## src/rtl/crc_pkg.sv

```systemverilog
// Shared types and defaults for the serial CRC generator/checker pair.
package crc_pkg;

  typedef enum logic [1:0] {
    IDLE = 2'd0,
    DATA = 2'd1,
    CRC  = 2'd2,
    DONE = 2'd3
  } crc_state_t;

  localparam int         CRC_WIDTH_DEF = 8;
  localparam logic [7:0] CRC_POLY_DEF  = 8'h44;
  localparam logic [7:0] CRC_SEED_DEF  = 8'hD8;

  // Bit counter width: must be able to hold WIDTH itself.
  function automatic int CRC_CNT_W(input int width);
    return $clog2(width + 1);
  endfunction

endpackage

```

## src/rtl/crc_lfsr.sv

```systemverilog
// Serial CRC LFSR shared by transmitter and checker: load seed, step on a data bit,
// or shift out the remainder LSB first.
module crc_lfsr
  import crc_pkg::*;
#(
  parameter int               WIDTH = CRC_WIDTH_DEF,
  parameter logic [WIDTH-1:0] POLY  = CRC_POLY_DEF,
  parameter logic [WIDTH-1:0] SEED  = CRC_SEED_DEF
) (
  input  logic clk,
  input  logic rst,
  input  logic load,
  input  logic step,
  input  logic shift,
  input  logic ser_in,
  output logic lsb
);

  logic [WIDTH-1:0] lfsr;
  logic [WIDTH-1:0] stepped;
  logic             fb;

  always_comb begin
    fb      = ser_in ^ lfsr[0];
    stepped = '0;
    stepped[WIDTH-1] = fb;
    for (int i = 0; i < WIDTH - 1; i++) begin
      stepped[i] = lfsr[i+1] ^ (POLY[i] & fb);
    end
  end

  always_ff @(posedge clk) begin
    if (rst || load) begin
      lfsr <= SEED;
    end else if (step) begin
      lfsr <= stepped;
    end else if (shift) begin
      lfsr <= lfsr >> 1;
    end
  end

  assign lsb = lfsr[0];

endmodule

```

## config.mk

```make
export PLATFORM = sky130hd
export DESIGN_NAME = crc_lfsr
export DESIGN_NICKNAME = d
export VERILOG_FILES = /design/src/rtl/crc_pkg.sv /design/src/rtl/crc_lfsr.sv
export SDC_FILE = /design/constraint.sdc
export NUM_CORES = 1
export LEC_CHECK = 0
export CORE_AREA = 4 4 41 43
export CTS_CLUSTER_SIZE = 25
export DETAILED_ROUTE_END_ITERATION = 10
export DIE_AREA = 0 0 45 47
export PLACE_DENSITY = 0.44
export SYNTH_ARGS = -nofsm -noshare
export SYNTH_HDL_FRONTEND = slang
export SYNTH_SLANG_ARGS = --single-unit
```

## constraint.sdc

```tcl
create_clock -name clk -period 1 [get_ports clk]
set_input_delay 0.2 -clock clk [delete_from_list [all_inputs] [get_ports clk]]
set_output_delay 0.2 -clock clk [all_outputs]
set_load 0.02 [all_outputs]
```

---- Word level (Yosys, flattened, before mapping) ----
Cells that the tools add are included.
Widths: inputs -> output; s select.
word-level totals
  word-level logic and storage cells ...... 8
  input port bits ......................... 6
  bits in registers ....................... 8
  output and inout port bits .............. 1
operators by class
  multiplexer cells ....................... 2
  bitwise logic cells ..................... 3
  reduce and logical (&&, ||, !) cells .... 2
operators with widths
  kind               number
  $mux 8             2
  $xor 1x1->1        3
  $reduce_bool 2->1  1
  $logic_or 1x1->1   1

---- Longest topological paths before layout ----
Gate-level depths: netlist of the first run.
  word-level depth ........................ 3
  depth in mapped cells ................... 4
  gate-level depth less buffers ........... 3

---- Least setup slack after synthesis of the first run ----
OpenSTA, ideal clock, no wires.
  path type ............................... reg-to-reg
  start ................................... reg lfsr[0]
  end ..................................... reg lfsr[6]
  slack ................................... -0.092 ns
  clock period less this slack ............ 1.092 ns
  cell stages (with the launch flop) ...... 4
  data required time ...................... 0.856 ns
  setup time .............................. 0.144 ns
  arrival time ............................ 0.949 ns
  path buffers ............................ 0
  path through ............................ dfxtp_1 xor2_1 a21o_2 o2111ai_1
on the way
  cells in the longest elaborated chain, start to end .. 3
RTL lines
  item                    RTL line        RTL
  from (decl)             crc_lfsr.sv:19  logic [WIDTH-1:0] lfsr;
  from (signal assigned)  crc_lfsr.sv:36  lfsr <= stepped;
  from (signal assigned)  crc_lfsr.sv:38  lfsr <= lfsr >> 1;
  $xor 1x1->1             crc_lfsr.sv:24  fb = ser_in ^ lfsr[0];
  $xor 1x1->1             crc_lfsr.sv:28  stepped[i] = lfsr[i+1] ^ (POLY[i] & fb);
  $mux 8                  crc_lfsr.sv:35  end else if (step) begin
No other way between the ends.
A chain may end at the register's enable or synchronous reset.

---- Worst setup path in the final report of the first run ----
  start ................................... reg lfsr[0]
  end ..................................... reg lfsr[2]
Same word-level chain as after synthesis.

==> results of run 1 <==
area by class of cell:
cell class | count | share of cell area
Multi-Input combinational cell | 26 | 0.385
Sequential cell | 8 | 0.320
Timing Repair Buffer | 13 | 0.213
Clock buffer | 3 | 0.0447
Tap cell | 15 | 0.0372
timing repair:
item	CTS	global route
pin swaps	2	2
setup endpoints to repair	8	3
gates resized for setup	8	4
cells by family after synthesis:
group,after synthesis
flip-flops,8
XOR/XNOR,1
AO/OA/AOI/OAI,6
multiplexers,3
AND/OR/NAND/NOR,16
buffers and inverters,1
cell usage in the layout, fill, tap and decap left out:
| master | netlist | layout |
|---|---|---|
| a211oi_2 | 0 | 1 |
| a21o_2 | 1 | 1 |
| clkdlybuf4s50_1 | 0 | 2 |
| nand2_1 | 7 | 6 |
| nand2_2 | 0 | 1 |
| nand3_1 | 3 | 3 |
| clkbuf_2 | 0 | 1 |
| buf_6 | 1 | 1 |
| mux2i_1 | 3 | 3 |
| buf_4 | 0 | 6 |
| o21ai_2 | 1 | 1 |
| clkbuf_4 | 0 | 3 |
| o21ai_0 | 1 | 1 |
| o2111ai_2 | 0 | 1 |
| dlygate4sd2_1 | 0 | 3 |
| or2_4 | 0 | 1 |
| a311oi_1 | 1 | 1 |
| dfxtp_2 | 0 | 1 |
| nor2_1 | 1 | 1 |
| xor2_4 | 0 | 1 |
| dfxtp_1 | 8 | 7 |
| nor2_2 | 1 | 1 |
| nor3_1 | 3 | 3 |
how the worst min path moves through the flow:
stage / to / start / cells after the start / slack [ps]
after floorplan: lfsr[0]$_SDFFE_PP0P_ / rst / 1 / 270
after global placement: lfsr[4]$_SDFFE_PP1P_ / lfsr[4]$_SDFFE_PP1P_ / 2 / 470
after detailed placement: lfsr[4]$_SDFFE_PP1P_ / lfsr[5]$_SDFFE_PP0P_ / 2 / 470
after CTS: lfsr[4]$_SDFFE_PP1P_ / lfsr[5]$_SDFFE_PP0P_ / 2 / 490
after global routing: lfsr[3]$_SDFFE_PP1P_ / lfsr[4]$_SDFFE_PP1P_ / 2 / 510
final: lfsr[4]$_SDFFE_PP1P_ / lfsr[5]$_SDFFE_PP0P_ / 2 / 480
worst min-delay path, stage by stage, from the launching register on:
cell	delay [ps]
dfxtp_1	320
nand2_1	50
nand3_1	80
where the power goes:
| part | switching, mW | internal (mW) | leakage [nW] |
|---|---|---|---|
| combinational | 0.0456 | 0.0546 | 0.133 |
| sequential | 0.00892 | 0.333 | 0.0662 |
| clock | 0.104 | 0.137 | 0.0138 |
| total | 0.159 | 0.525 | 0.213 |
layer usage:
metal	up-vias	GRT usage
li1	158	-
met1	137	0.0897
met2	8	0.110
met3	5	0.0230
met4	0	0.0877
met5	-	0
stage by stage:
stage,setup slack (ps),std cells
after floorplan,47.8,35
after global placement,-364,62
after detailed placement,-388,62
after CTS,-73.3,65
after global routing,-107,65
final,-50.5,65
==> results by group, run 1 <==
STA
  • Setup slack after layout: -50.5 ps
  • Highest Clock Rate: between 900 and 1000 MHz
  • Minimum clock period: approximately 1100 ps
  • Final hold vios: 0
  • RSZ-0062 raised after global routing: yes
  • Worst-margin pin slew: around 230 ps
  • Crit share post-route: 1.05
  • Setup Skew: ~0.22 ps
  • Final number of setup-violating endpoints: 2
  • Slew Limit Fails: 0
  • Setup TNS: -61.0 ps
  • Worst slew margin: 0.846
  • Hold WS: roughly 480 ps

Setup path
  • R2R setup slack: -50 ps
  • Crit path max fanout: 4
  • Delay-heaviest family, CP: flip-flops
  • Buf/Inv on CP: 1
  • WS Path Type: reg2reg
  • Worst setup endpoint: lfsr[2]$_SDFFE_PP0P_
  • Crit path cell chain: buf_6, xor2_4, a211oi_2, a311oi_1
  • Reg2Reg Depth: 4
  • Worst path required time: around 1200 ps
  • Slowest CP cell: dfxtp_2
  • Largest stage delay on the critical path: about 320 ps
  • Startpoint class of the critical path: register
  • RR Startpoint: lfsr[0]$_SDFFE_PP0P_
  • Critical Path Stages: 4
  • CP endpoint kind: register
  • CP arrival: about 1200 ps
  • CP startpoint: lfsr[0]$_SDFFE_PP0P_
  • R2R Path End: lfsr[2]$_SDFFE_PP0P_

Synth
  • Commonest cells post-synth: 8 x dfxtp_1, 7 x nand2_1, 3 x mux2i_1, 3 x nand3_1, 3 x nor3_1
  • Post-synthesis cell type count: 16
  • Post-Synthesis Cell Area: 330 sq um
  • Mapped Cells: 35
  • Xor/xnor share of the synthesized area: 0.0265
  • Largest area contributor in the synthesized netlist: dfxtp_1
  • Most common cell in the netlist: dfxtp_1
  • Main combinational cell family by area after synthesis: simple AND/OR/NAND/NOR gates
  • Synth area leaders: dfxtp_1 48%, mux2i_1 9.1%, nand2_1 8.0%, nand3_1 4.5%, nor3_1 4.5%
  • Seq cells post-synth: 8
  • Syn nets: 41
  • Compound-Gate Fraction of Synth Area: 0.144
  • Synth Warn #: 0
  • Adder-Cell Fraction of Synth Area: 0
  • Post-synth EDFFs: 0
  • Post-synth ARST share: 0
  • Mux cell area share after synthesis: 0.0909
  • Synth Flop Type: dfxtp_1
  • Syn avg cell area: approximately 9.4 sq um
  • Synth Area in Simple Gates: 0.220
  • Seq/Total Area, Yosys: 0.485
  • Synth top area share: 0.485

Placement
  • DP HPWL: between 500 and 600 um
  • GPL Wtd Cong: 0.779
  • I/O Buffers: 6
  • Placed cell areas: approximately 460 sq um

Finish
  • Top Registers: lfsr x8
  • FF/Latch Area: between 150 and 200 sq um
  • Max FFs per register: 8
  • Area of the multi-input gates: ~190 sq um
  • Layout cell share with drive strength beyond 1: 0.400
  • Final nets: 58
  • Biggest register: lfsr
  • Cell area after layout: 504 sq um
  • Fill count: 144
  • Antenna diodes: 0
  • Final Core Density: 0.388
  • Area growth from synthesis to layout: 52.7%

Detailed routing
  • Met2 WL post-DR: between 300 and 400 um
  • Detail Route Antenna Nets: 0
  • DRC Markers: 0
  • Drt via density: about 4.7
  • Wirelength per Cell: ~11 um
  • Top sig layer: met4
  • DR iter-0 viols: 2
  • Met3 WL post-DR: approximately 38 um
  • Met1 wire length: around 300 um
  • Initial DRT Pass Iterations: 2
  • Final wirelength: 693 um
  • Via count: 308

Outcome
  • Status: finished with violations
  • Failing checks: setup timing

Global routing
  • Vias in the first global route: ~270
  • First-pass GRT wire length: around 1100 um
  • Initial antenna violation count: 0
  • Remaining Overflow, GRT: 0
  • Largest net degree at the start of global routing: 6
  • Gr usage total: 0.0785

Die
  • Die H: about 47 um
  • Initial Util: 0.254
  • Core box area: 1300 sq um
  • # IOs: 7
  • Die W: 45 um
  • Core Rows: 13
  • Die area: approximately 2100 sq um

Clocking
  • Clock slew seen by the registers of the worst setup and hold paths: 50 ps
  • Clk Latency, worst-skew pair: approximately 250 ps
  • Cts hold-fix bufs: 0
  • Longest Clk Path Bufs: 2
  • TritonCTS buffer count: 3
  • # clock sinks: 8
  • Post-CTS Setup Inserts: 0
  • CTS H-Tree Depth: 1
  • Root Buffer: clkbuf_4
  • CTS tree: yes

Worst hold path
  • Type of the worst min-delay path: reg2reg

Flow run
  • Max-cap violations: 0

Power and ir drop
  • Power density cells: approximately 1400 nW/um^2
  • Worst VDD drop: between 0.6 and 0.7 mV
  • Total power: roughly 0.68 mW
  • Static leakage: roughly 0.21 nW
Note: power is estimated with default switching activity, not from simulation.
==> run 2, diff against run 1 <==
--- a/config.mk
+++ b/config.mk
@@ -12,2 +12,3 @@
 export PLACE_DENSITY = 0.44
+export SLEW_MARGIN = 15
 export SYNTH_ARGS = -nofsm -noshare
--- a/constraint.sdc
+++ b/constraint.sdc
@@ -3,2 +3,2 @@
 set_output_delay 0.2 -clock clk [all_outputs]
-set_load 0.02 [all_outputs]
+set_load 0.01 [all_outputs]
==> results by group, run 2 (synthesis gave the netlist of run 1 again) <==
Setup path
  • CP endpoint kind: register
  • CP startpoint: lfsr[0]$_SDFFE_PP0P_
  • Worst path required time: 1120 ps (-30 ps)
  • RR Startpoint: lfsr[0]$_SDFFE_PP0P_
  • CP arrival: 1150 ps (-50 ps)
  • Crit path max fanout: 4 (unchanged)
  • WS Path Type: reg2reg
  • Startpoint class of the critical path: register
  • Worst setup endpoint: lfsr[2]$_SDFFE_PP0P_
  • R2R Path End: lfsr[2]$_SDFFE_PP0P_
  • Reg2Reg Depth: 4 (unchanged)
  • R2R setup slack: -20 ps (+30 ps)

STA
  • Minimum clock period: 1020 ps (-26.3 ps)
  • Worst slew margin: 0.855 (+0.00890)
  • Final hold vios: 0 (unchanged)
  • Slew Limit Fails: 0 (unchanged)
  • Setup Skew: 3.89 ps (+3.67 ps)
  • Final number of setup-violating endpoints: 2 (unchanged)
  • Highest Clock Rate: 976 MHz (+2.6%)
  • Hold WS: 474 ps (-6.94 ps)
  • Worst-margin pin slew: 216 ps (-13.3 ps)
  • Crit share post-route: 1.02 (-0.0263)
  • RSZ-0062 raised after global routing: yes
  • Setup slack after layout: -24.3 ps (+26.3 ps)

Die
  • Core Rows: 13 (unchanged)
  • Core box area: 1300 sq um (unchanged)
  • # IOs: 7 (unchanged)
  • Die area: 2120 sq um (unchanged)
  • Initial Util: 0.254 (unchanged)
  • Die W: 45 um (unchanged)
  • Die H: 47 um (unchanged)

Clocking
  • Longest Clk Path Bufs: 2 (unchanged)
  • TritonCTS buffer count: 3 (unchanged)
  • CTS H-Tree Depth: 1 (unchanged)
  • Clk Latency, worst-skew pair: 250 ps (about the same)
  • Cts hold-fix bufs: 0 (unchanged)
  • # clock sinks: 8 (unchanged)
  • Clock slew seen by the registers of the worst setup and hold paths: 50 ps (about the same)
  • Root Buffer: clkbuf_4
  • CTS tree: yes
  • Post-CTS Setup Inserts: 0 (unchanged)

Global routing
  • First-pass GRT wire length: 1200 um (+7.4%)
  • Remaining Overflow, GRT: 0 (unchanged)
  • Gr usage total: 0.0856 (+0.00707)
  • Largest net degree at the start of global routing: 6 (unchanged)
  • Initial antenna violation count: 0 (unchanged)
  • Vias in the first global route: 320 (+20%)

Detailed routing
  • Drt via density: 4.57 (-3.6%)
  • DR iter-0 viols: 2 (unchanged)
  • DRC Markers: 0 (unchanged)
  • Wirelength per Cell: 10.3 um (-3.6%)
  • Via count: 297 (-3.6%)
  • Final wirelength: 668 um (-3.6%)
  • Detail Route Antenna Nets: 0 (unchanged)
  • Initial DRT Pass Iterations: 2 (unchanged)

Power and ir drop
  • Int Power: 0.524 mW (-0.26%)
  • Worst VDD drop: 0.568 mV (-12%)
  • Power density cells: 1350 nW/um^2 (-0.29%)
  • Clock power frac: 0.348 (-0.005)
  • Gate power share: 0.143 (-0.003)
  • Static leakage: 0.214 nW (+0.18%)
  • Total power: 0.673 mW (-1.5%)
  • Sw Share: 0.222 (-0.00990)
  • Psw: 0.150 mW (-5.7%)
  • Seq pwr share: 0.509 (+0.008)

Placement
  • Pre-CTS setup slack: -403 ps (-14.7 ps)
  • GPL Wtd Cong: 0.772 (-0.86%)
  • I/O Buffers: 6 (unchanged)
  • DP HPWL: 564 um (+8.6%)

Finish
  • Antenna diodes: 0 (unchanged)
  • Most frequent cells in the layout: 7 x nand2_1, 7 x dfxtp_1, 6 x buf_4
  • Final nets: 58 (unchanged)
  • FF/Latch Area: 161 sq um (unchanged)
  • Fill count: 147 (+2.1%)
  • Top Registers: lfsr x8
  • Layout cell share with drive strength beyond 1: 0.380 (-0.0200)
  • Max FFs per register: 8 (unchanged)
  • Area of the multi-input gates: 188 sq um (-3.2%)
  • Area growth from synthesis to layout: 50.8%
  • Biggest register: lfsr

Flow run
  • Max-cap violations: 0 (unchanged)

Worst hold path
  • Hold Crit Depth: 2 (unchanged)
  • Type of the worst min-delay path: reg2reg

Outcome
  • Failing checks: setup timing
  • Status: finished with violations
==> run 2: cell count changes in the layout (fill, tap and decap cells not counted) <==
cell,previous run,this run
o2111ai_2,1,0
nor2_1,1,0
nor2_2,1,2
nand2_1,6,7
buf_2,0,1
nand2_2,1,0
o2111ai_1,0,1
clkbuf_2,1,0
==> run 2: what timing repair did <==
item,4_1_cts,5_1_grt
pin swaps,2,0
hold endpoints to repair,0,0
gates resized for setup,13,0
setup endpoints to repair,8,2
==> run 2: per-stage QoR <==
step	setup TNS, ps	area [sq um]	std cells	util
6_report	-34.0	498	65	0.383
5_1_grt	-109	498	65	0.383
4_1_cts	-53.5	498	65	0.383
3_5_place_dp	-2630	458	62	0.352
3_3_place_gp	-2510	458	62	0.352
2_1_floorplan	0	338	35	-
==> run 2: power groups by stage <==
| stage | sequential (mW) | combinational, mW | clock [mW] |
|---|---|---|---|
| after floorplan | 0.346 | 0.0453 | 0 |
| after global placement | 0.349 | 0.0933 | 0 |
| after detailed placement | 0.349 | 0.0939 | 0 |
| after CTS | 0.343 | 0.0978 | 0.253 |
| after global routing | 0.344 | 0.107 | 0.265 |
| final | 0.342 | 0.0966 | 0.234 |
==> run 2: critical path: stages, from the launching register on <==
cell and delay, ps:
dfxtp_2 320, buf_6 120, xor2_4 180, a211oi_2 210, a311oi_1 60
==> run 2: worst min-delay path by stage <==
stage                              start                    to  slack [ps]
global route        lfsr[4]$_SDFFE_PP1P_  lfsr[3]$_SDFFE_PP1P_         510
floorplan                            rst  lfsr[0]$_SDFFE_PP0P_         280
finish              lfsr[4]$_SDFFE_PP1P_  lfsr[4]$_SDFFE_PP1P_         470
CTS                                 step  lfsr[2]$_SDFFE_PP0P_         480
global placement    lfsr[4]$_SDFFE_PP1P_  lfsr[4]$_SDFFE_PP1P_         470
detailed placement  lfsr[5]$_SDFFE_PP0P_  lfsr[4]$_SDFFE_PP1P_         470
==> run 2: cell type report <==
cell class,instances,share of cell area
clock buffers,3,0.0452
multi-input cells,26,0.377
repair buffers,13,0.216
well taps,15,0.0377
flip-flops and latches,8,0.324
==> run 2: per-layer routing <==
layer / vias up / global-route usage / wire length, um
met3: 0 / 0.0536 / 46
met2: 5 / 0.147 / 366
met5: - / 0 / 0
met1: 135 / 0.0688 / 256
li1: 157 / - / -
met4: 0 / 0.0702 / 0
